--- src/rtl/cmd_exec.sv ---
// Command executor: accepts move/calibrate commands from the command mux, drives the
// heading/drive loop (desired heading, forward speed with ramps) and reports completion.
module cmd_exec #(
  parameter logic [9:0] FRWRD_INC    = 10'h010,
  parameter logic [9:0] MAX_SPD      = 10'h300,
  parameter int         LINES_PER_SQ = 2
) (
  input  logic        clk,
  input  logic        rst,
  input  logic [15:0] cmd,
  input  logic        cmd_rdy,
  output logic        clr_cmd_rdy,
  output logic        send_resp,
  input  logic        heading_rdy,
  input  logic        at_hdg,
  input  logic        cntrIR,
  input  logic        cal_done,
  output logic        strt_cal,
  output logic [7:0]  dsrd_hdg,
  output logic [9:0]  frwrd,
  output logic        moving,
  output logic        fanfare,
  output logic [2:0]  dbg_state
);

  typedef enum logic [2:0] {
    S_IDLE    = 3'd0,
    S_CAL     = 3'd1,
    S_HDG     = 3'd2,
    S_RAMP_UP = 3'd3,
    S_RAMP_DN = 3'd4,
    S_DONE    = 3'd5
  } state_t;

  localparam logic [9:0] DN_STEP = FRWRD_INC << 1;

  state_t      r_state;
  logic [3:0]  r_op;
  logic [3:0]  r_num_sq;
  logic [7:0]  r_lines;
  logic        r_cntr_q;
  logic [9:0]  r_frwrd;
  logic [7:0]  r_hdg;

  logic        w_cntr_rise;
  logic [10:0] w_up_sum;
  logic [9:0]  w_up_spd;
  logic [9:0]  w_dn_spd;
  logic [7:0]  w_target;
  logic [7:0]  w_lines_nxt;

  assign w_cntr_rise = cntrIR & ~r_cntr_q;
  // Sum carried at 11 bits so the saturation compare can never see a wrapped value.
  assign w_up_sum    = {1'b0, r_frwrd} + {1'b0, FRWRD_INC};
  assign w_up_spd    = (w_up_sum > {1'b0, MAX_SPD}) ? MAX_SPD : w_up_sum[9:0];
  assign w_dn_spd    = (r_frwrd > DN_STEP) ? (r_frwrd - DN_STEP) : 10'd0;
  assign w_target    = {4'd0, r_num_sq} * LINES_PER_SQ[7:0];
  assign w_lines_nxt = r_lines + 8'd1;

  always_ff @(posedge clk or posedge rst) begin
    if (rst) begin
      r_state  <= S_IDLE;
      r_op     <= 4'd0;
      r_num_sq <= 4'd0;
      r_lines  <= 8'd0;
      r_cntr_q <= 1'b0;
      r_frwrd  <= 10'd0;
      r_hdg    <= 8'd0;
    end else begin
      r_cntr_q <= cntrIR;
      case (r_state)
        S_IDLE: begin
          if (cmd_rdy) begin
            r_op     <= cmd[15:12];
            r_num_sq <= cmd[3:0];
            case (cmd[15:12])
              4'h0: r_state <= S_CAL;
              4'h2, 4'h3: begin
                r_hdg   <= cmd[11:4];
                r_state <= S_HDG;
              end
              default: r_state <= S_DONE;
            endcase
          end
        end
        S_CAL: if (cal_done) r_state <= S_DONE;
        S_HDG: begin
          r_frwrd <= 10'd0;
          if (at_hdg) begin
            r_lines <= 8'd0;
            r_state <= (r_num_sq == 4'd0) ? S_DONE : S_RAMP_UP;
          end
        end
        S_RAMP_UP: begin
          if (heading_rdy) r_frwrd <= w_up_spd;
          if (w_cntr_rise) begin
            r_lines <= w_lines_nxt;
            if (w_lines_nxt == w_target) r_state <= S_RAMP_DN;
          end
        end
        S_RAMP_DN: begin
          if (heading_rdy) r_frwrd <= w_dn_spd;
          if (w_cntr_rise) r_lines <= w_lines_nxt;
          if (r_frwrd == 10'd0) r_state <= S_DONE;
        end
        S_DONE:  r_state <= S_IDLE;
        default: r_state <= S_IDLE;
      endcase
    end
  end

  // Acknowledge is combinational so it lands in the very cycle the command is seen;
  // masked during reset so a held cmd_rdy is not acked until reset releases.
  assign clr_cmd_rdy = ~rst & (r_state == S_IDLE) & cmd_rdy;
  assign strt_cal    = clr_cmd_rdy & (cmd[15:12] == 4'h0);
  assign send_resp   = (r_state == S_DONE);
  assign fanfare     = (r_state == S_DONE) & (r_op == 4'h3);
  assign moving      = (r_state != S_IDLE) & (r_state != S_CAL);
  assign frwrd       = r_frwrd;
  assign dsrd_hdg    = r_hdg;
  assign dbg_state   = r_state;

endmodule
--- config.mk ---
export PLATFORM = sky130hd
export DESIGN_NAME = cmd_exec
export DESIGN_NICKNAME = d
export VERILOG_FILES = /design/src/rtl/cmd_exec.sv
export SDC_FILE = /design/constraint.sdc
export NUM_CORES = 1
export LEC_CHECK = 0
export ABC_AREA = 1
export CAP_MARGIN = 20
export CELL_PAD_IN_SITES_DETAIL_PLACEMENT = 1
export CELL_PAD_IN_SITES_GLOBAL_PLACEMENT = 1
export CORE_ASPECT_RATIO = 0.5
export CORE_MARGIN = 2
export CORE_UTILIZATION = 39
export DETAILED_ROUTE_END_ITERATION = 6
export GPL_ROUTABILITY_DRIVEN = 0
export MAX_ROUTING_LAYER = met4
export PLACE_DENSITY = 0.94
export SLEW_MARGIN = 20
export SYNTH_ARGS = -nofsm -noshare
export SYNTH_HDL_FRONTEND = slang
export SYNTH_SLANG_ARGS = --single-unit
--- constraint.sdc ---
create_clock -name clk -period 3.29 [get_ports clk]
set_input_delay 0.8225 -clock clk [delete_from_list [all_inputs] [get_ports clk]]
set_output_delay 0.8225 -clock clk [all_outputs]
set_load 0.05 [all_outputs]
==> Yosys cells after proc, flatten, opt, wreduce, memory -nomap -nowiden <==
Cells that the tools add are included.
{ "classes": {"order_cmp": 2, "n_eq_ne": 19, "n_addsub": 3, "n_reduce_logical": 14, "muxes": 17, "bitwise_logic": 8} }
{ "ops": {"columns": ["op", "count"], "rows": [
  ["2-to-1 mux 10 bit", 4],
  ["one-hot mux 10 bit (3 select lines)", 1],
  ["2-to-1 mux 3 bit", 7],
  ["2-to-1 mux 8 bit", 2],
  ["inequality test 2 bit, second input constant", 8],
  ["one-hot mux 8 bit (2 select lines)", 1],
  ["one-hot mux 3 bit (5 select lines)", 1],
  ["== test 4 x 2 -> 1 bit, second input constant", 3],
  ["adder 10 x 5 -> 11 bit, second input constant", 1],
  ["> comparator 11 x 10 -> 1 bit, second input constant", 1],
  ["> comparator 10 x 6 -> 1 bit, second input constant", 1],
  ["logical NOT 10 bit", 1],
  ["subtractor 10 x 6 -> 10 bit, second input constant", 1],
  ["AND reduction 3 bit", 3],
  ["adder 8 x 1 -> 8 bit, second input constant", 1],
  ["== test 8 x 5 -> 1 bit", 1],
  ["logical NOT 4 bit", 2],
  ["AND 1 bit", 6],
  ["== test 3 x 2 -> 1 bit, second input constant", 2],
  ["== test 3 bit, second input constant", 2],
  ["one-hot mux 3 bit (2 select lines)", 1],
  ["AND reduction 6 bit", 1],
  ["nonzero test 3 bit", 2],
  ["OR reduction 2 bit", 2],
  ["7 further kinds", 8]
]} }
{ "word_totals": {"inputBits": 23, "regBits": 38} }

==> Logic depth before layout (Yosys ltp) <==
Gate-level depths: netlist (run 1).
{ "depth": {"depth_word": 5, "depth_mapped": 14, "depth_no_buf": 14} }

==> Least setup slack after synthesis (run 1) <==
No wires, ideal clock.
{ "synth_path": {"path_kind": "reg2out", "from": "reg r_state[0], in the netlist dbg_state[0]", "to": "out fanfare", "path_stages_with_launch": 5, "t_required_ns": 2.467, "arrival_time_ns": 3.251, "setup_slack_ns": -0.783, "path_cell_list": "dfrtp_1 -> inv_1 -> nor3_1 -> nand3_1 -> nor3_1"} }
{ "synth_via": {"elab_chain_len": 2} }
{ "synth_lines": {"columns": ["element", "line", "text"], "rows": [
  ["from (decl)", "37", "state_t r_state;"],
  ["from (signal assigned)", "91", "r_state <= (r_num_sq == 4'd0) ? S_DONE : S_RAMP_UP;"],
  ["== test 3 bit", null, null],
  ["named net send_resp", "13", "output logic send_resp,"],
  ["AND 1 bit", "117", "assign fanfare = (r_state == S_DONE) & (r_op == 4'h3);"],
  ["to (decl)", "22", "output logic fanfare,"]
]} }
The timed path passes the listed nets, and every way through them passes these cells.

==> Worst setup path after layout (run 1) <==
{ "layout_path": {"from": "in cmd[14]", "to": "out strt_cal"} }
{ "layout_via": {"elab_chain_len": 2} }
{ "layout_lines": {"columns": ["element", "line", "text"], "rows": [
  ["from (decl)", "10", "input logic [15:0] cmd,"],
  ["logical NOT 4 bit", "115", "assign strt_cal = clr_cmd_rdy & (cmd[15:12] == 4'h0);"],
  ["AND 1 bit", "115", null],
  ["to (decl)", "18", "output logic strt_cal,"]
]} }
Every way passes these cells.

==> metrics.txt, run 1 <==
# TYPE chip_impl_metric gauge
chip_impl_info{name="worstSetupStartpointType",value="input port"} 1
chip_impl_metric{name="design.final.nets",unit=""} 346
chip_impl_metric{name="count_of_maximum_capacitance_violations",unit=""} 0
chip_impl_metric{name="syn_inst",unit=""} 267
chip_impl_metric{name="yosys_warnings",unit=""} 0
chip_impl_metric{name="whs_path_depth",unit=""} 1
chip_impl_metric{name="design.portCount",unit=""} 49
chip_impl_metric{name="worst-r2r-cell-count",unit=""} 7
chip_impl_metric{name="regToRegSetupSlack",unit="ns"} 1.41
chip_impl_metric{name="timing.critical_path.fanout_max",unit=""} 3
chip_impl_metric{name="timing.fmax",unit="MHz"} 315.7
chip_impl_metric{name="post_synthesis_register_bit_count",unit=""} 34
chip_impl_metric{name="cellPowerDensity",unit="mW/mm^2"} 848.4
chip_impl_metric{name="floorplan.initialDensity",unit="%"} 41.52
chip_impl_metric{name="grt_overflow",unit=""} 0
chip_impl_metric{name="setup_violations",unit=""} 0
chip_impl_info{name="clock_tree_from_tritoncts",value="built"} 1
chip_impl_metric{name="final_ant_viol_nets",unit=""} 0
chip_impl_info{name="status",value="finished clean"} 1
chip_impl_metric{name="dp_hpwl",unit="mm"} 5.023
chip_impl_metric{name="vdd_ir_drop_max",unit="mV"} 0.3210
chip_impl_metric{name="period_needed",unit="ns"} 3.167
chip_impl_metric{name="grt_pass1_wl",unit="mm"} 11.74
chip_impl_metric{name="cts_inserted_buffers",unit=""} 5
chip_impl_metric{name="insertion_delay",unit="ns"} 0.29
chip_impl_metric{name="std_cell_rows",unit=""} 18
chip_impl_metric{name="clock_tree.buffer_depth",unit=""} 2
chip_impl_metric{name="detail_route.first_pass.iterations",unit=""} 4
chip_impl_metric{name="postSynthAreaPerCell",unit="um^2"} 7.845
chip_impl_metric{name="diode_insertion_count_for_antenna_repair",unit=""} 0
chip_impl_metric{name="die_width",unit="um"} 107.6
chip_impl_metric{name="tritoncts_sink_count",unit=""} 34
chip_impl_metric{name="port_buffers",unit=""} 44
chip_impl_info{name="timing.hold.worst.start",value="dsrd_hdg[5]"} 1
chip_impl_info{name="r2r-start",value="dbg_state[1]"} 1
chip_impl_metric{name="grt_start_max_net_pins",unit=""} 35
chip_impl_metric{name="post_dp_cell_area",unit="mm^2"} 0.002636
chip_impl_metric{name="tns",unit="ns"} 0
chip_impl_info{name="mostFrequentLayoutCells",value="sky130_fd_sc_hd__nand2_1, sky130_fd_sc_hd__clkdlybuf4s50_1, sky130_fd_sc_hd__inv_1"} 1
chip_impl_metric{name="antenna_found_initial",unit=""} 0
chip_impl_metric{name="crit_arrival",unit="ns"} 2.34
chip_impl_metric{name="seq_area_frac_synth",unit="%"} 40.62
chip_impl_info{name="reg2reg_to",value="dsrd_hdg[2]"} 1
chip_impl_metric{name="wire_per_inst",unit="um"} 18.14
chip_impl_metric{name="clkTransAtPathRegs",unit="ns"} 0.07
chip_impl_metric{name="routed_via_density",unit=""} 5.291
chip_impl_metric{name="fp.dieH",unit="um"} 55.82
chip_impl_metric{name="yosys.cell_types.count",unit=""} 34
chip_impl_metric{name="dr_iter_0_viols",unit=""} 117
chip_impl_info{name="root_buffer",value="sky130_fd_sc_hd__clkbuf_8"} 1
chip_impl_metric{name="synth_area",unit="mm^2"} 0.002095
chip_impl_metric{name="worst_pin_slew",unit="ns"} 0.6448
chip_impl_info{name="whs_endpoint",value="dsrd_hdg[5]"} 1
chip_impl_info{name="crit_path_end_kind",value="primary output"} 1
chip_impl_info{name="hold_class",value="flip-flop to flip-flop"} 1
chip_impl_metric{name="via_total_after_detailed_routing",unit=""} 2053
chip_impl_metric{name="coreArea",unit="mm^2"} 0.005045
chip_impl_metric{name="grt_pass1_vias",unit=""} 2284
chip_impl_metric{name="totalWireLength",unit="mm"} 7.038
chip_impl_info{name="rsz0062_at_grt",value="false"} 1
chip_impl_metric{name="syn_to_final_growth",unit="%"} 30.23
chip_impl_metric{name="fin_area",unit="mm^2"} 0.002728
chip_impl_metric{name="post_cts.repair.setup_buffers",unit=""} 0
chip_impl_info{name="classification_of_the_worst_setup_path",value="input port to primary output"} 1
chip_impl_metric{name="proportion_of_layout_cells_with_a_drive_suffix_above_1",unit="%"} 11.64
chip_impl_metric{name="leakagePower",unit="uW"} 0.001335
chip_impl_metric{name="hold_buffers",unit=""} 0
chip_impl_metric{name="postCtsResizedCells",unit=""} 0
chip_impl_metric{name="remaining_drc_errors",unit=""} 0
chip_impl_info{name="layout.cells.most_common",value="sky130_fd_sc_hd__nand2_1"} 1
chip_impl_metric{name="worst_ep_required_time",unit="ns"} 2.47
chip_impl_metric{name="timing.slew.headroom",unit="%"} 56.62
chip_impl_metric{name="die_area",unit="mm^2"} 0.006008
chip_impl_metric{name="period_share",unit="%"} 96.27
chip_impl_metric{name="ctsHtreeMaxLevel",unit=""} 2
chip_impl_metric{name="maxSlewViolCount",unit=""} 0
chip_impl_metric{name="clock_skew",unit="ns"} 0.01049
chip_impl_metric{name="grt_util_all_layers",unit="%"} 25.91
chip_impl_metric{name="hold_viol",unit=""} 0
-- cell usage after synthesis --
library cell	number	area share, %
sky130_fd_sc_hd__nand2_2	6	1.8
sky130_fd_sc_hd__conb_1	1	0.18
sky130_fd_sc_hd__o22ai_1	9	2.7
sky130_fd_sc_hd__nand3_2	1	0.48
sky130_fd_sc_hd__nor2_2	2	0.60
sky130_fd_sc_hd__mux2_1	8	4.3
sky130_fd_sc_hd__nand3_4	1	0.84
sky130_fd_sc_hd__inv_2	3	0.54
sky130_fd_sc_hd__o21ai_2	2	0.84
sky130_fd_sc_hd__buf_2	1	0.24
sky130_fd_sc_hd__nor3_1	4	0.96
sky130_fd_sc_hd__o21ai_1	2	0.48
sky130_fd_sc_hd__inv_1	35	6.3
sky130_fd_sc_hd__nor3_2	1	0.48
sky130_fd_sc_hd__a21oi_1	4	0.96
sky130_fd_sc_hd__nand4_1	1	0.30
sky130_fd_sc_hd__xnor2_1	2	0.84
sky130_fd_sc_hd__or2_1	1	0.30
sky130_fd_sc_hd__buf_4	5	1.8
sky130_fd_sc_hd__or2_4	1	0.42
sky130_fd_sc_hd__dfrtp_1	34	41
sky130_fd_sc_hd__nor4_1	1	0.30
sky130_fd_sc_hd__nand2_1	69	12
sky130_fd_sc_hd__nor2_4	1	0.54
sky130_fd_sc_hd__nand3_1	26	6.2
sky130_fd_sc_hd__ha_1	6	3.6
sky130_fd_sc_hd__o21ai_0	11	2.6
sky130_fd_sc_hd__nand2_4	1	0.54
sky130_fd_sc_hd__o211ai_2	1	0.60
sky130_fd_sc_hd__nor2_1	18	3.2
sky130_fd_sc_hd__o21bai_1	1	0.36
sky130_fd_sc_hd__nand3b_1	1	0.36
sky130_fd_sc_hd__xor2_1	3	1.3
sky130_fd_sc_hd__mux2_2	4	2.2
-- critical path, stage by stage --
cell                              delay [ns]
sky130_fd_sc_hd__clkdlybuf4s50_1        0.44
sky130_fd_sc_hd__nor2_1                 0.24
sky130_fd_sc_hd__nand3_1                0.19
sky130_fd_sc_hd__nor3_1                 0.45
sky130_fd_sc_hd__buf_12                 0.20
-- per-stage QoR --
| stage | setup slack (ns) | hold slack (ns) | power (uW) | std cells | util (%) |
|---|---|---|---|---|---|
| floorplan | 0.07140 | 0.4537 | 1522 | 270 | - |
| global placement | 0.4380 | 0.4680 | 1849 | 380 | 52.26 |
| detailed placement | 0.2001 | 0.4790 | 1939 | 380 | 52.26 |
| CTS | 0.1695 | 0.4945 | 2316 | 388 | 54.07 |
| global route | 0.05588 | 0.5117 | 2438 | 388 | 54.07 |
| finish | 0.1226 | 0.4881 | 2314 | 388 | 54.07 |
-- final cells by class --
type                       count  area, um^2
fill                         611        2317
multi-input combinational    192        1080
sequential                    34       850.8
timing repair buffer          46       475.5
inverter                      38       142.6
tap                           70       87.58
clock buffer                   7       86.33
clock inverter                 1       5.005
-- worst max-delay path by stage --
stage,end,depth (start not counted),slack (ns),startpoint
finish,strt_cal,5,0.12,cmd[14]
global route,fanfare,5,0.06,dbg_state[0]
CTS,strt_cal,5,0.17,cmd[14]
detailed placement,strt_cal,5,0.20,cmd[14]
global placement,strt_cal,5,0.44,cmd[14]
floorplan,fanfare,4,0.07,dbg_state[0]
-- state kept, by name, summed over array words and instances, names as in the netlist --
register   cells
dsrd_hdg       8
r_lines        8
frwrd          6
r_num_sq       4
r_op           4
dbg_state      3
r_cntr_q       1
-- report_power, final --
group	switching [uW]	internal, uW	total, uW
clock network	162	169	331
logic	842	406	1250
registers	153	581	735
-- per-layer routing --
metal  vias to the layer above  global-route usage [%]  share of wire [%]
li1                        951                       -                  -
met1                       995                   28.68                 40
met2                        82                   45.64                 53
met3                        25                   4.215                4.1
met4                         0                   12.64                3.7
met5                         -                       -                  0
-- logic make-up after synthesis --
kind of cell,after synthesis,synth area share (%)
AND/OR/NAND/NOR,135,29.69
other,1,0.1790
multiplexers,12,6.452
XOR/XNOR,5,2.091
AO/OA/AOI/OAI,30,8.542
flip-flops,34,40.62
buffers and inverters,44,8.841
adder cells (fa/ha/maj),6,3.584
No activity file was read; power rests on OpenSTA's default activity.
==> run 2, diff against run 1 <==
--- a/config.mk
+++ b/config.mk
@@ -11,12 +11,11 @@
 export CELL_PAD_IN_SITES_GLOBAL_PLACEMENT = 1
 export CORE_ASPECT_RATIO = 0.5
 export CORE_MARGIN = 2
-export CORE_UTILIZATION = 39
+export CORE_UTILIZATION = 30
 export DETAILED_ROUTE_END_ITERATION = 6
 export GPL_ROUTABILITY_DRIVEN = 0
 export MAX_ROUTING_LAYER = met4
-export PLACE_DENSITY = 0.94
-export SLEW_MARGIN = 20
+export PLACE_DENSITY = 0.77
 export SYNTH_ARGS = -nofsm -noshare
 export SYNTH_HDL_FRONTEND = slang
 export SYNTH_SLANG_ARGS = --single-unit
==> metrics.txt, run 2 (same netlist as run 1, synthesis figures left out) <==
# TYPE chip_impl_metric gauge
chip_impl_metric{name="proportion_of_layout_cells_with_a_drive_suffix_above_1",unit="%"} 11.95
chip_impl_info{name="status",value="finished clean"} 1
chip_impl_metric{name="leakagePower",unit="uW"} 0.001370
chip_impl_metric{name="diode_insertion_count_for_antenna_repair",unit=""} 0
chip_impl_info{name="layout.cells.most_common",value="sky130_fd_sc_hd__nand2_1"} 1
chip_impl_metric{name="cts_inserted_buffers",unit=""} 5
chip_impl_info{name="clock_tree_from_tritoncts",value="built"} 1
chip_impl_metric{name="timing.fmax",unit="MHz"} 338.1
chip_impl_metric{name="multi_input_comb_area",unit="mm^2"} 0.001080
chip_impl_metric{name="fin_area",unit="mm^2"} 0.002830
chip_impl_metric{name="post_cts.repair.setup_buffers",unit=""} 0
chip_impl_metric{name="crit_arrival",unit="ns"} 2.13
chip_impl_metric{name="count_of_maximum_capacitance_violations",unit=""} 0
chip_impl_metric{name="design.portCount",unit=""} 49
chip_impl_metric{name="hold-worst-slack",unit="ns"} 0.4797
chip_impl_metric{name="preCtsSetupSlack",unit="ns"} 0.3895
chip_impl_metric{name="setup_violations",unit=""} 0
chip_impl_metric{name="ctsHtreeMaxLevel",unit=""} 2
chip_impl_metric{name="detailroute.wirelength.met2",unit="mm"} 3.267
chip_impl_info{name="worstSetupStartpointType",value="flip-flop"} 1
chip_impl_metric{name="timing.slew.headroom",unit="%"} 64.48
chip_impl_metric{name="grt_pass1_wl",unit="mm"} 10.07
chip_impl_metric{name="die_width",unit="um"} 122.2
chip_impl_metric{name="post_dp_cell_area",unit="mm^2"} 0.002664
chip_impl_metric{name="maxSlewViolCount",unit=""} 0
chip_impl_metric{name="grt_overflow",unit=""} 0
chip_impl_metric{name="die_area",unit="mm^2"} 0.007707
chip_impl_metric{name="hold_buffers",unit=""} 0
chip_impl_metric{name="tns",unit="ns"} 0
chip_impl_metric{name="grt_pass1_vias",unit=""} 2160
chip_impl_metric{name="routed-wl-met3",unit="um"} 123
chip_impl_metric{name="routed_via_density",unit=""} 4.756
chip_impl_metric{name="insertion_delay",unit="ns"} 0.28
chip_impl_metric{name="fp.dieH",unit="um"} 63.09
chip_impl_info{name="mostFrequentLayoutCells",value="sky130_fd_sc_hd__nand2_1, sky130_fd_sc_hd__clkdlybuf4s50_1, sky130_fd_sc_hd__inv_1"} 1
chip_impl_metric{name="antenna_found_initial",unit=""} 0
chip_impl_metric{name="register_area",unit="um^2"} 850.8
chip_impl_info{name="root_buffer",value="sky130_fd_sc_hd__clkbuf_16"} 1
chip_impl_metric{name="coreArea",unit="mm^2"} 0.006726
chip_impl_metric{name="slowest_delay",unit="ns"} 0.82
chip_impl_metric{name="fillers",unit=""} 839
chip_impl_metric{name="clock_skew",unit="ns"} 0.002422
chip_impl_metric{name="grt_start_max_net_pins",unit=""} 35
chip_impl_metric{name="design.final.nets",unit=""} 346
chip_impl_info{name="rsz0062_at_grt",value="false"} 1
chip_impl_metric{name="std_cell_rows",unit=""} 21
chip_impl_metric{name="dp_hpwl",unit="mm"} 4.459
chip_impl_metric{name="period_needed",unit="ns"} 2.957
chip_impl_info{name="crit_path_end_kind",value="primary output"} 1
chip_impl_metric{name="met1Wirelength",unit="mm"} 2.480
chip_impl_metric{name="port_buffers",unit=""} 44
chip_impl_metric{name="worst_ep_required_time",unit="ns"} 2.47
chip_impl_metric{name="detail_route.first_pass.iterations",unit=""} 4
chip_impl_metric{name="hold_viol",unit=""} 0
chip_impl_metric{name="final_core_utilization",unit="%"} 42.08
chip_impl_metric{name="grt_util_all_layers",unit="%"} 16.93
chip_impl_metric{name="final_ant_viol_nets",unit=""} 0
chip_impl_info{name="crit_path_cell_trace",value="inv_1, nor3_2, nand3_1, nor3_2, clkdlybuf4s50_1"} 1
chip_impl_metric{name="clkTransAtPathRegs",unit="ns"} 0.05
chip_impl_info{name="critical_path.slowest_cell",value="sky130_fd_sc_hd__clkdlybuf4s50_1"} 1
chip_impl_metric{name="worst_pin_slew",unit="ns"} 0.5279
chip_impl_metric{name="tritoncts_sink_count",unit=""} 34
chip_impl_metric{name="vdd_ir_drop_max",unit="mV"} 0.2829
chip_impl_metric{name="setup_ws",unit="ns"} 0.3325
chip_impl_metric{name="dr_iter_0_viols",unit=""} 60
chip_impl_metric{name="cellPowerDensity",unit="mW/mm^2"} 859.6
chip_impl_info{name="crit_path_frequent_cell",value="sky130_fd_sc_hd__nor3_2"} 1
chip_impl_metric{name="wire_per_inst",unit="um"} 14.43
chip_impl_metric{name="period_share",unit="%"} 89.89
chip_impl_info{name="classification_of_the_worst_setup_path",value="flip-flop to primary output"} 1
chip_impl_info{name="maxUsedRoutingLayer",value="met4"} 1
chip_impl_metric{name="floorplan.initialDensity",unit="%"} 31.14
chip_impl_metric{name="totalWireLength",unit="mm"} 5.915
chip_impl_metric{name="remaining_drc_errors",unit=""} 0
chip_impl_metric{name="timing.critical_path.fanout_max",unit=""} 7
chip_impl_metric{name="syn_to_final_growth",unit="%"} 35.13
chip_impl_metric{name="clock_tree.buffer_depth",unit=""} 2
chip_impl_info{name="hold_class",value="flip-flop to flip-flop"} 1
chip_impl_metric{name="postCtsResizedCells",unit=""} 0
chip_impl_metric{name="via_total_after_detailed_routing",unit=""} 1950
## run 2: cell types whose count changed in the layout (fill, tap and decap cells not counted)
cell / previous run / this run
sky130_fd_sc_hd__clkbuf_16: 0 / 5
sky130_fd_sc_hd__clkbuf_8: 6 / 3
sky130_fd_sc_hd__clkbuf_1: 1 / 0
sky130_fd_sc_hd__clkinv_2: 1 / 0
## run 2: critical path, delay by kind of cell (launching register included)
family / cells / cell delay [ns]
flops: 1 / 0.48
simple gates: 3 / 0.43
buf+inv: 2 / 0.95
## run 2: path summary, 6_finish.rpt
path	slack, ns	end	start	cells past startpoint
setup / recovery	0.33	fanfare	dbg_state[0]	5
hold / removal	0.48	dsrd_hdg[5]	dsrd_hdg[5]	1
setup reg to reg	1.46	dbg_state[0]	r_lines[1]	14
hold reg to reg	0.48	dsrd_hdg[5]	dsrd_hdg[5]	1
max in group asynchronous	1.94	frwrd[7]	rst	3
min in group asynchronous	1.04	r_num_sq[2]	rst	3
## run 2: area by class of cell
class | count | share of cell area (%)
well taps | 92 | 4.067
clock buffers | 8 | 5.880
multi-input cells | 192 | 38.15
repair buffers | 46 | 16.80
inverters | 38 | 5.040
flip-flops and latches | 34 | 30.06
## run 2: metrics by stage
stage	instances	power, uW
2_1_floorplan	270	1522
6_report	410	2433
3_5_place_dp	402	1915
5_1_grt	410	2582
4_1_cts	410	2451
3_3_place_gp	402	1858
## run 2: layer usage
layer	vias to the layer above	track usage [%]
met5	-	-
met4	0	3.592
met3	4	3.080
met2	15	31.70
met1	978	18.85
li1	953	-
## run 2: power breakdown
group / total (uW) / switching, uW / internal [uW]
combinational: 1190 / 780 / 405
clock: 517 / 174 / 343
sequential: 731 / 148 / 582
==> run 3, diff against run 2 <==
--- a/config.mk
+++ b/config.mk
@@ -19,3 +19,4 @@
 export SYNTH_ARGS = -nofsm -noshare
 export SYNTH_HDL_FRONTEND = slang
 export SYNTH_SLANG_ARGS = --single-unit
+export TNS_END_PERCENT = 100
==> results of run 3 <==
Same layout as run 2: the final DEF is identical, and so are final timing and power.
